--- config.mk ---
export PLATFORM = sky130hd
export DESIGN_NAME = tlu_trig_sched_flat
export DESIGN_NICKNAME = d
export VERILOG_FILES = /design/src/rtl/tlu_trig_sched_if.sv /design/src/rtl/tlu_trig_sched.sv /design/src/flat_wrapper.sv
export SDC_FILE = /design/constraint.sdc
export NUM_CORES = 1
export LEC_CHECK = 0
export ABC_AREA = 0
export BUFFER_PORTS_ARGS = -buffer_cell sky130_fd_sc_hd__buf_2
export CORE_UTILIZATION = 55
export DETAILED_ROUTE_END_ITERATION = 16
export HOLD_SLACK_MARGIN = 0.08
export PLACE_DENSITY = 0.84
export SETUP_SLACK_MARGIN = 0.3
export SYNTH_ARGS = -nofsm -noshare
export SYNTH_HDL_FRONTEND = slang
export SYNTH_SLANG_ARGS = --single-unit
--- constraint.sdc ---
create_clock -name i_sys_clk -period 6.2 [get_ports i_sys_clk]
set_input_delay 0.31 -clock i_sys_clk [delete_from_list [all_inputs] [get_ports i_sys_clk]]
set_output_delay 0.31 -clock i_sys_clk [all_outputs]
set_load 0.005 [all_outputs]
--- src/rtl/tlu_trig_sched_if.sv ---
// tlu_trig_sched_if: request/trigger handshake bundle between the local trigger sources and the scheduler.
// Latency: none, wires only.
// Backpressure: carried by i_tx_ready; the slave modport is the scheduler view, master is the source/transmitter side.
// Signals: enable, req, port_mask, conf_gap, id_clear, tx_ready, tx_time_out in; trig, trig_id, grant, busy, counters out.
interface tlu_trig_sched_if #(
    parameter int N_PORTS = 4,
    parameter int CNT_W   = 16
);
    logic               i_enable;
    logic [N_PORTS-1:0] i_req;
    logic [N_PORTS-1:0] i_port_mask;
    logic [15:0]        i_conf_gap;
    logic               i_id_clear;
    logic               i_tx_ready;
    logic               i_tx_time_out;
    logic               o_trig;
    logic [30:0]        o_trig_id;
    logic [N_PORTS-1:0] o_grant;
    logic               o_busy;
    logic [CNT_W-1:0]   o_accept_cnt;
    logic [CNT_W-1:0]   o_skip_cnt;
    logic [CNT_W-1:0]   o_timeout_cnt;

    modport master (
        output i_enable, i_req, i_port_mask, i_conf_gap, i_id_clear, i_tx_ready, i_tx_time_out,
        input  o_trig, o_trig_id, o_grant, o_busy, o_accept_cnt, o_skip_cnt, o_timeout_cnt
    );

    modport slave (
        input  i_enable, i_req, i_port_mask, i_conf_gap, i_id_clear, i_tx_ready, i_tx_time_out,
        output o_trig, o_trig_id, o_grant, o_busy, o_accept_cnt, o_skip_cnt, o_timeout_cnt
    );
endinterface

--- src/rtl/tlu_trig_sched.sv ---
// tlu_trig_sched: round-robin scheduler of local trigger requests onto the TLU transmitter, owns the 31-bit trigger ID.
// Latency: REQ driven high before edge k gives TRIG during the cycle after edge k+2 (edge reg, pending flag, ISSUE).
// Backpressure: one trigger in flight; engine waits for i_tx_ready plus conf_gap idle cycles, repeat edges on a pending port are skipped.
// Ports: i_sys_clk, i_sys_rst (async, active high), io_sched (slave view of tlu_trig_sched_if).
module tlu_trig_sched #(
    parameter int N_PORTS = 4,
    parameter int CNT_W   = 16
) (
    input  logic            i_sys_clk,
    input  logic            i_sys_rst,
    tlu_trig_sched_if.slave io_sched
);
    localparam int PW = (N_PORTS > 1) ? $clog2(N_PORTS) : 1;
    localparam logic [CNT_W-1:0] CNT_MAX = '1;

    typedef enum logic [2:0] {S_IDLE, S_ISSUE, S_HOLD1, S_HOLD2, S_WAIT} state_t;

    state_t             r_state, w_state_nxt;
    logic [N_PORTS-1:0] r_req_cur, r_req_prev, r_pend, r_grant;
    logic [PW-1:0]      r_ptr, r_win;
    logic [15:0]        r_gap;
    logic [30:0]        r_id_cnt, r_trig_id;
    logic [CNT_W-1:0]   r_acc_cnt, r_skip_cnt, r_tmo_cnt;

    logic [N_PORTS-1:0] w_edge, w_live, w_set, w_issue_clr, w_skip_vec, w_pend_nxt, w_win_oh;
    logic [3:0]         w_skip_n;
    logic [CNT_W:0]     w_skip_sum;
    logic [PW-1:0]      w_win;
    logic               w_found, w_start, w_trig, w_busy;
    int                 w_idx;

    assign w_edge = r_req_cur & ~r_req_prev;
    // A port masked this cycle must not win even though its flag clears only next cycle.
    assign w_live = r_pend & ~io_sched.i_port_mask;

    // Round-robin search starting at the pointer.
    always_comb begin
        w_found = 1'b0;
        w_win   = '0;
        w_idx   = 0;
        for (int i = 0; i < N_PORTS; i++) begin
            w_idx = int'(r_ptr) + i;
            if (w_idx >= N_PORTS) w_idx = w_idx - N_PORTS;
            if (!w_found && w_live[PW'(w_idx)]) begin
                w_found = 1'b1;
                w_win   = PW'(w_idx);
            end
        end
        w_win_oh        = '0;
        w_win_oh[w_win] = 1'b1;
    end

    assign w_start = (r_state == S_IDLE) && io_sched.i_enable && w_found &&
                     io_sched.i_tx_ready && (r_gap == 16'd0);

    // Pending flags and skip detection. The winner's flag is treated as already
    // cleared during ISSUE, so a coincident edge re-arms it without a skip.
    always_comb begin
        w_issue_clr = (r_state == S_ISSUE) ? r_grant : '0;
        w_set       = io_sched.i_enable ? (w_edge & ~io_sched.i_port_mask) : '0;
        w_skip_vec  = w_set & r_pend & ~w_issue_clr;
        w_pend_nxt  = ((r_pend & ~w_issue_clr) | w_set) & ~io_sched.i_port_mask;
        if (!io_sched.i_enable && (r_state == S_IDLE)) w_pend_nxt = '0;
        w_skip_n = 4'd0;
        for (int i = 0; i < N_PORTS; i++) w_skip_n = w_skip_n + {3'b000, w_skip_vec[i]};
        w_skip_sum = {1'b0, r_skip_cnt} + (CNT_W+1)'(w_skip_n);
    end

    always_comb begin
        w_state_nxt = r_state;
        w_trig      = 1'b0;
        w_busy      = 1'b1;
        unique case (r_state)
            S_IDLE: begin
                w_busy = 1'b0;
                if (w_start) w_state_nxt = S_ISSUE;
            end
            S_ISSUE: begin
                w_trig      = 1'b1;
                w_state_nxt = S_HOLD1;
            end
            // Transmitter READY is still falling here; it is not looked at.
            S_HOLD1: w_state_nxt = S_HOLD2;
            S_HOLD2: w_state_nxt = S_WAIT;
            S_WAIT:  if (io_sched.i_tx_ready) w_state_nxt = S_IDLE;
            default: w_state_nxt = S_IDLE;
        endcase
    end

    always_ff @(posedge i_sys_clk or posedge i_sys_rst) begin
        if (i_sys_rst) r_state <= S_IDLE;
        else           r_state <= w_state_nxt;
    end

    always_ff @(posedge i_sys_clk or posedge i_sys_rst) begin
        if (i_sys_rst) begin
            r_req_cur  <= '0;
            r_req_prev <= '0;
            r_pend     <= '0;
        end else begin
            r_req_cur  <= io_sched.i_req;
            r_req_prev <= r_req_cur;
            r_pend     <= w_pend_nxt;
        end
    end

    always_ff @(posedge i_sys_clk or posedge i_sys_rst) begin
        if (i_sys_rst) begin
            r_grant   <= '0;
            r_win     <= '0;
            r_ptr     <= '0;
            r_trig_id <= '0;
            r_id_cnt  <= '0;
        end else begin
            if (w_start) begin
                r_grant   <= w_win_oh;
                r_win     <= w_win;
                // A clear in the launch cycle already applies to this trigger.
                r_trig_id <= io_sched.i_id_clear ? 31'd0 : r_id_cnt;
            end
            if (r_state == S_ISSUE)
                r_ptr <= (int'(r_win) == N_PORTS - 1) ? '0 : r_win + PW'(1);
            if (io_sched.i_id_clear)
                r_id_cnt <= 31'd0;
            else if (r_state == S_ISSUE)
                r_id_cnt <= r_id_cnt + 31'd1;
        end
    end

    always_ff @(posedge i_sys_clk or posedge i_sys_rst) begin
        if (i_sys_rst) begin
            r_gap <= 16'd0;
        end else if ((r_state == S_WAIT) && io_sched.i_tx_ready) begin
            r_gap <= io_sched.i_conf_gap;
        end else if ((r_state == S_IDLE) && (r_gap != 16'd0)) begin
            r_gap <= r_gap - 16'd1;
        end
    end

    always_ff @(posedge i_sys_clk or posedge i_sys_rst) begin
        if (i_sys_rst) begin
            r_acc_cnt  <= '0;
            r_skip_cnt <= '0;
            r_tmo_cnt  <= '0;
        end else begin
            if ((r_state == S_ISSUE) && (r_acc_cnt != CNT_MAX))
                r_acc_cnt <= r_acc_cnt + CNT_W'(1);
            if ((r_state == S_WAIT) && io_sched.i_tx_time_out && (r_tmo_cnt != CNT_MAX))
                r_tmo_cnt <= r_tmo_cnt + CNT_W'(1);
            r_skip_cnt <= w_skip_sum[CNT_W] ? CNT_MAX : w_skip_sum[CNT_W-1:0];
        end
    end

    assign io_sched.o_trig        = w_trig;
    assign io_sched.o_grant       = w_trig ? r_grant : '0;
    assign io_sched.o_busy        = w_busy;
    assign io_sched.o_trig_id     = r_trig_id;
    assign io_sched.o_accept_cnt  = r_acc_cnt;
    assign io_sched.o_skip_cnt    = r_skip_cnt;
    assign io_sched.o_timeout_cnt = r_tmo_cnt;
endmodule

--- src/flat_wrapper.sv ---
// flat-port wrapper written by rule: the top's interface ports become plain ports
module tlu_trig_sched_flat 
#(
    parameter int N_PORTS = 4,
    parameter int CNT_W   = 16
)
  (i_sys_clk, i_sys_rst, io_sched_i_enable, io_sched_i_req, io_sched_i_port_mask, io_sched_i_conf_gap, io_sched_i_id_clear, io_sched_i_tx_ready, io_sched_i_tx_time_out, io_sched_o_trig, io_sched_o_trig_id, io_sched_o_grant, io_sched_o_busy, io_sched_o_accept_cnt, io_sched_o_skip_cnt, io_sched_o_timeout_cnt);
  tlu_trig_sched_if #(.N_PORTS(N_PORTS), .CNT_W(CNT_W)) io_sched_i ();
  input  logic i_sys_clk;
  input  logic i_sys_rst;
  input wire logic [$bits(io_sched_i.i_enable)-1:0] io_sched_i_enable;
  input wire logic [$bits(io_sched_i.i_req)-1:0] io_sched_i_req;
  input wire logic [$bits(io_sched_i.i_port_mask)-1:0] io_sched_i_port_mask;
  input wire logic [$bits(io_sched_i.i_conf_gap)-1:0] io_sched_i_conf_gap;
  input wire logic [$bits(io_sched_i.i_id_clear)-1:0] io_sched_i_id_clear;
  input wire logic [$bits(io_sched_i.i_tx_ready)-1:0] io_sched_i_tx_ready;
  input wire logic [$bits(io_sched_i.i_tx_time_out)-1:0] io_sched_i_tx_time_out;
  output wire logic [$bits(io_sched_i.o_trig)-1:0] io_sched_o_trig;
  output wire logic [$bits(io_sched_i.o_trig_id)-1:0] io_sched_o_trig_id;
  output wire logic [$bits(io_sched_i.o_grant)-1:0] io_sched_o_grant;
  output wire logic [$bits(io_sched_i.o_busy)-1:0] io_sched_o_busy;
  output wire logic [$bits(io_sched_i.o_accept_cnt)-1:0] io_sched_o_accept_cnt;
  output wire logic [$bits(io_sched_i.o_skip_cnt)-1:0] io_sched_o_skip_cnt;
  output wire logic [$bits(io_sched_i.o_timeout_cnt)-1:0] io_sched_o_timeout_cnt;
  assign io_sched_i.i_enable = io_sched_i_enable;
  assign io_sched_i.i_req = io_sched_i_req;
  assign io_sched_i.i_port_mask = io_sched_i_port_mask;
  assign io_sched_i.i_conf_gap = io_sched_i_conf_gap;
  assign io_sched_i.i_id_clear = io_sched_i_id_clear;
  assign io_sched_i.i_tx_ready = io_sched_i_tx_ready;
  assign io_sched_i.i_tx_time_out = io_sched_i_tx_time_out;
  assign io_sched_o_trig = io_sched_i.o_trig;
  assign io_sched_o_trig_id = io_sched_i.o_trig_id;
  assign io_sched_o_grant = io_sched_i.o_grant;
  assign io_sched_o_busy = io_sched_i.o_busy;
  assign io_sched_o_accept_cnt = io_sched_i.o_accept_cnt;
  assign io_sched_o_skip_cnt = io_sched_i.o_skip_cnt;
  assign io_sched_o_timeout_cnt = io_sched_i.o_timeout_cnt;
  tlu_trig_sched #(.N_PORTS(N_PORTS), .CNT_W(CNT_W)) u_core (.i_sys_clk(i_sys_clk), .i_sys_rst(i_sys_rst), .io_sched(io_sched_i));
endmodule
# Yosys cells after proc, flatten, opt, wreduce, memory -nomap -nowiden
# Cells that the tools add are included.
[op_classes]
add_sub_neg = 16
n_mul = 0
div_mod_pow = 0
n_lt_le_gt_ge = 10
eq_ne = 9
shift = 0
mux = 42
bitwise = 11
n_reduce_logical = 24
[op_table]
columns = ["cell", "n"]
rows = [
  ["$mux 31", 3],
  ["$mux 16", 3],
  ["$add 16x1->16 const B", 2],
  ["$ne 16x16->1 const B", 2],
  ["$add 31x1->31 const B", 1],
  ["$and 4x4->4", 7],
  ["$mux 2", 9],
  ["$add 16x4->17", 1],
  ["$logic_not 16->1", 1],
  ["$lt 2x4->1 const B", 4],
  ["$mux 4", 4],
  ["$reduce_bool 16->1", 1],
  ["$sub 16x1->16 const B", 1],
  ["$mux 1", 15],
  ["$pmux 3 s5", 1],
  ["$logic_and 1x1->1", 14],
  ["$not 4->4", 3],
  ["$ge 3x3->1 const B", 3],
  ["$add 4x1->4", 2],
  ["$bmux 1 s2", 4],
  ["$sub 2x1->2 const B", 4],
  ["$add 2x2->3 const B", 2],
  ["$eq 3x2->1 const B", 2],
  ["$mux 3", 2],
  ["other kinds (17)", 21],
]
[word_totals]
reg_bits = 149
latch_bits = 0
ram_bits = 0
rom_bits = 0
memories = 0

# Logic depth before layout (Yosys ltp)
[logic_depth]
depth_word = 20
mapped_depth = 17
depth_no_buf = 14

# Least setup slack after synthesis
# OpenSTA, ideal clock, no wires.
[synth_timing]
path_type = "register to register"
from = "reg u_core.r_state[2]"
to = "reg u_core.r_skip_cnt[11] (netlist: u_core.io_sched.o_skip_cnt[11])"
arrival_ns = 3.967
slack_ns = 2.165
stages_incl_launch_ff = 18
path_buffers = 3
period_less_slack_ns = 4.035
cell_sequence = "dfrtp_1 -> or3b_1 -> buf_2 -> inv_2 -> clkbuf_1 -> and2_1 -> nor3_1 -> ha_1 -> fa_1 -> ha_1 -> inv_1 -> fa_1 -> nand2b_1 -> a21oi_1 -> and2_1 -> nand3_1 -> clkbuf_1 -> nand2_1"
[synth_between]
elab_chain_cells = 9
[synth_rtl]
columns = ["element", "line", "rtl"]
rows = [
  ["start, declared", "tlu_trig_sched.sv:18", "state_t r_state, w_state_nxt;"],
  ["start signal, assigned", "tlu_trig_sched.sv:92", "else r_state <= w_state_nxt;"],
  ["$eq 3x1->1 (*)", "tlu_trig_sched.sv:59", "w_issue_clr = (r_state == S_ISSUE) ? r_grant : '0;"],
  ["$mux 4 (*)", "tlu_trig_sched.sv:59", ""],
  ["$not 4->4 (*)", "tlu_trig_sched.sv:61", "w_skip_vec = w_set & r_pend & ~w_issue_clr;"],
  ["$and 4x4->4 (*)", "tlu_trig_sched.sv:61", ""],
  ["$add 1x1->2", "tlu_trig_sched.sv:65", "for (int i = 0; i < N_PORTS; i++) w_skip_n = w_skip_n + {3'b000, w_skip_vec[i]};"],
  ["$add 4x1->4", "tlu_trig_sched.sv:65", ""],
  ["$add 4x1->4 (*)", "tlu_trig_sched.sv:65", ""],
  ["$add 16x4->17 (*)", "tlu_trig_sched.sv:66", "w_skip_sum = {1'b0, r_skip_cnt} + (CNT_W+1)'(w_skip_n);"],
  ["$mux 16 (*)", "tlu_trig_sched.sv:150", "r_skip_cnt <= w_skip_sum[CNT_W] ? CNT_MAX : w_skip_sum[CNT_W-1:0];"],
  ["end signal, assigned", "tlu_trig_sched.sv:150", ""],
  ["end, declared", "tlu_trig_sched.sv:23", "logic [CNT_W-1:0] r_acc_cnt, r_skip_cnt, r_tmo_cnt;"],
]
# Mark *: on every way between the ends. The rest lies on a longest branch, timed or not.
# A chain may end at the register's enable or synchronous reset.

# Final worst setup path
[layout_timing]
from = "reg u_core.r_state[0]"
to = "reg u_core.r_skip_cnt[6] (netlist: u_core.io_sched.o_skip_cnt[6])"
# Same word-level chain as after synthesis.

==> run metrics <==
fraction of final layout cells sized beyond drive strength 1=between 10% and 20%; I/O pin total=between 100 and 150; setup slack on the worst flop-to-flop path=~1.8 ns; worst-margin pin slew=about 0.92 ns; hold violation count in the final report=0; fraction of synthesized cell area taken by the top area cell type=about half; detailed-route DRC error count=0; status=complete, no violations; core footprint=between 0.01 and 0.015 mm^2; share of flip-flops with an asynchronous set or reset after synthesis=100%; cell types with the largest area share after synthesis=sky130_fd_sc_hd__dfrtp_1, sky130_fd_sc_hd__nand2_1, sky130_fd_sc_hd__xnor2_1; cell with the most instances after synthesis=sky130_fd_sc_hd__dfrtp_1; H-tree levels=4; maximum frequency from static timing analysis=roughly 230 MHz; total track usage=between 20 and 25%; Post CTS Setup Buffer Count=0; routability-driven placement congestion ratio=~0.87; clock latency on the worst-skew pair=0.42 ns; die extent in x=116 um; critical path type=reg2reg; full die area=0.0135 mm^2; IO buf count=approximately 110; most common library cells after synthesis=sky130_fd_sc_hd__dfrtp_1, sky130_fd_sc_hd__nand2_1, sky130_fd_sc_hd__nor2_1, sky130_fd_sc_hd__nand2b_1, sky130_fd_sc_hd__xnor2_1; grt total ovfl=0; height of the chip=between 100 and 150 um; via count of the first global-routing pass=5239; endpoint of the worst-slack reg-to-reg timing path=u_core.io_sched.o_skip_cnt[6]; count of different cell masters after synthesis=65; tightest slew margin relative to the limit=38.6%; sum of routed wire length over all layers=around 15000 um; type of destination of the critical path=flip-flop; largest clock skew in the final design=between 0.006 and 0.007 ns; clock tree from TritonCTS=built; cell taking the most area after synthesis=sky130_fd_sc_hd__dfrtp_1; maximum number of pins on one net before global-route repair=76; startpoint type of the worst setup path=flip-flop; post-synthesis cell count=about 720; total number of clock tree sinks=149; wire length per cell=~15 um; max-cap viol count=0; number of nets still failing antenna checks after routing=0; Pre-Repair DR Iteration Count=4; fin nets=879; worst hold path class=in2reg; flops & latches, synth=between 100 and 150; post-route fraction of the period consumed by the critical path=a little under three quarters; Cell Pwr Density=about 240 mW/mm^2; Final min period=4.40 ns; Detailed Route Iter0 Violations=322; source of the worst hold timing path=io_sched_i_conf_gap[13]; mapped cell area=0.00719 mm^2; total half-perimeter wirelength after legalization and detailed placement=10000 um; Final Cell Area=0.00849 mm^2; reg2reg start=u_core.r_state[0]; initial cell density of the core=~57%; total clock buffers created by CTS=17; cell depth of the worst flop-to-flop path=14; routed via count=~5600; WHS Path Cells=3; max-slew violation count=0; summed negative setup slack over all endpoints=0 ns; antenna violations before repair=1; global-route wire length before repair=25300 um; count of flip-flops with a built-in enable after synthesis=0; Post-Synthesis Mean Instance Area=10.0 um^2; via density per instance=5.51; primary flip-flop cell chosen by synthesis mapping=sky130_fd_sc_hd__dfrtp_1; static power due to leakage=0.00399 uW; share of the core filled with cells in the final layout=between 60% and 70%; clock buffer depth=2; worst path setup slack after routing=1.80 ns; worst-path maximum fanout=16; post-route worst hold slack=around 0.093 ns; post-synthesis sequential area ratio=between 50% and 60%; number of failing setup endpoints in the final timing report=0; number of placement rows=a little over 40; placed cell areas=around 0.0079 mm^2; setup repair after global routing missed its margin=no; clock slew at reported path FFs=0.06 ns; Data required, critical path=approximately 6.5 ns; endpoint of the worst hold path=u_core.r_gap[13]; data arrival time at the worst-slack endpoint=about 4.7 ns; Max rail drop VDD=0.189 mV; setup slack after placement=between 1.5 and 2 ns; Yosys Warn Count=0; post-synthesis net count=760; Area Growth Syn to Fin=18.1%; CTS Root Cell=sky130_fd_sc_hd__clkbuf_16
cell usage in the layout (no fill, tap or decap), types with 2 or more instances in the layout:
cell	n
sky130_fd_sc_hd__inv_1	16
sky130_fd_sc_hd__nor3_1	18
sky130_fd_sc_hd__mux2i_1	2
sky130_fd_sc_hd__nand3_2	2
sky130_fd_sc_hd__nor2b_1	3
sky130_fd_sc_hd__clkinv_2	4
sky130_fd_sc_hd__nor3b_1	2
sky130_fd_sc_hd__clkbuf_16	17
sky130_fd_sc_hd__nand2b_1	40
sky130_fd_sc_hd__nand3_1	21
sky130_fd_sc_hd__xnor2_1	36
sky130_fd_sc_hd__o21ai_1	30
sky130_fd_sc_hd__clkbuf_1	3
sky130_fd_sc_hd__nand2_1	94
sky130_fd_sc_hd__a21o_1	3
sky130_fd_sc_hd__and2_1	9
sky130_fd_sc_hd__fa_1	2
sky130_fd_sc_hd__nor4_1	2
sky130_fd_sc_hd__or3_1	4
sky130_fd_sc_hd__dlygate4sd3_1	9
sky130_fd_sc_hd__xor2_1	30
sky130_fd_sc_hd__ha_1	10
sky130_fd_sc_hd__or4_1	5
sky130_fd_sc_hd__and4_1	10
sky130_fd_sc_hd__and3_1	14
sky130_fd_sc_hd__buf_2	114
sky130_fd_sc_hd__a41oi_1	3
sky130_fd_sc_hd__o31ai_1	2
sky130_fd_sc_hd__nand3b_1	8
sky130_fd_sc_hd__clkbuf_8	4
sky130_fd_sc_hd__nor2_1	59
sky130_fd_sc_hd__a211oi_1	5
sky130_fd_sc_hd__o221ai_1	2
sky130_fd_sc_hd__a31oi_1	6
sky130_fd_sc_hd__o21ai_0	25
sky130_fd_sc_hd__a21oi_1	24
sky130_fd_sc_hd__mux2_2	5
sky130_fd_sc_hd__nand4_1	23
sky130_fd_sc_hd__dfrtp_1	149
sky130_fd_sc_hd__buf_4	2
final cells by class:
class	count	area (um^2)
sequential	149	3730
tap	172	215
inverter	18	72.6
clock buffer	24	492
clock inverter	5	50.0
multi-input combinational	526	3250
timing repair buffer	125	676
antenna	1	2.50
fill	1000	4180
flip-flops by register name, indices dropped and copies added (netlist names):
signal	count
u_core.io_sched.o_trig_id	31
u_core.r_gap	16
u_core.r_win	2
u_core.io_sched.o_accept_cnt	16
u_core.r_state	3
u_core.r_id_cnt	31
u_core.r_ptr	2
u_core.io_sched.o_timeout_cnt	16
u_core.r_req_prev	4
u_core.r_grant	4
u_core.io_sched.o_skip_cnt	16
u_core.r_pend	4
u_core.r_req_cur	4
where the power goes:
| part | internal (uW) | switching [uW] |
|---|---|---|
| registers | 986 | 9.51 |
| clock network | 585 | 371 |
| logic | 31.0 | 46.1 |
routing by layer:
layer / wire length (um) / track usage [%]
met5: 0 / 0
met3: 694 / 6.33
met1: 6970 / 31.6
met2: 7360 / 37.9
met4: 320 / 11.4
how the worst max path moves through the flow:
stage / from / endpoint / slack [ns]
after CTS: u_core.r_state[0] / u_core.io_sched.o_skip_cnt[6] / 1.78
after global routing: u_core.r_state[0] / u_core.io_sched.o_skip_cnt[1] / 1.44
after global placement: u_core.r_state[2] / u_core.io_sched.o_skip_cnt[6] / 1.99
after detailed placement: u_core.r_state[1] / u_core.io_sched.o_skip_cnt[6] / 1.82
after floorplan: i_sys_rst / u_core.io_sched.o_accept_cnt[0] / 1.88
final: u_core.r_state[0] / u_core.io_sched.o_skip_cnt[6] / 1.80
kinds of logic (layout without fill, tap and decap cells):
logic type      after synthesis  after routing  synth area share [%]
compound gates              112            112                  9.38
fa+ha+maj                    12             12                  2.30
other cells                   0              1                     0
flops                       149            149                  51.9
buf+inv                      43            172                  2.87
xor+xnor                     66             66                  8.04
simple gates                329            329                  24.5
mux                           7              7                  1.06
critical path, stage by stage (launching register included):
cell and delay, ns:
sky130_fd_sc_hd__dfrtp_1 0.47, sky130_fd_sc_hd__or3b_1 0.52, sky130_fd_sc_hd__inv_2 0.27, sky130_fd_sc_hd__and2_1 0.22, sky130_fd_sc_hd__nor3_1 0.08, sky130_fd_sc_hd__ha_1 0.30, sky130_fd_sc_hd__fa_1 0.39, sky130_fd_sc_hd__ha_1 0.30
sky130_fd_sc_hd__inv_1 0.06, sky130_fd_sc_hd__fa_1 0.41, sky130_fd_sc_hd__nand2b_1 0.17, sky130_fd_sc_hd__a21oi_1 0.30, sky130_fd_sc_hd__and2_1 0.28, sky130_fd_sc_hd__nand3_1 0.37, sky130_fd_sc_hd__o21ai_0 0.18
repair_timing:
action / 4_1_cts / 5_1_grt
gates resized for setup: 0 / 0
endpoints found under the hold margin: 82 / 0
hold buffers: 9 / 0
metrics by stage:
| stage | total power (uW) | instances |
|---|---|---|
| 2_1_floorplan | 1050 | 718 |
| 3_3_place_gp | 1080 | 981 |
| 3_5_place_dp | 1080 | 981 |
| 4_1_cts | 2050 | 1019 |
| 5_1_grt | 2100 | 1020 |
| 6_report | 2030 | 1020 |
Power figures use the tool's default switching activity.
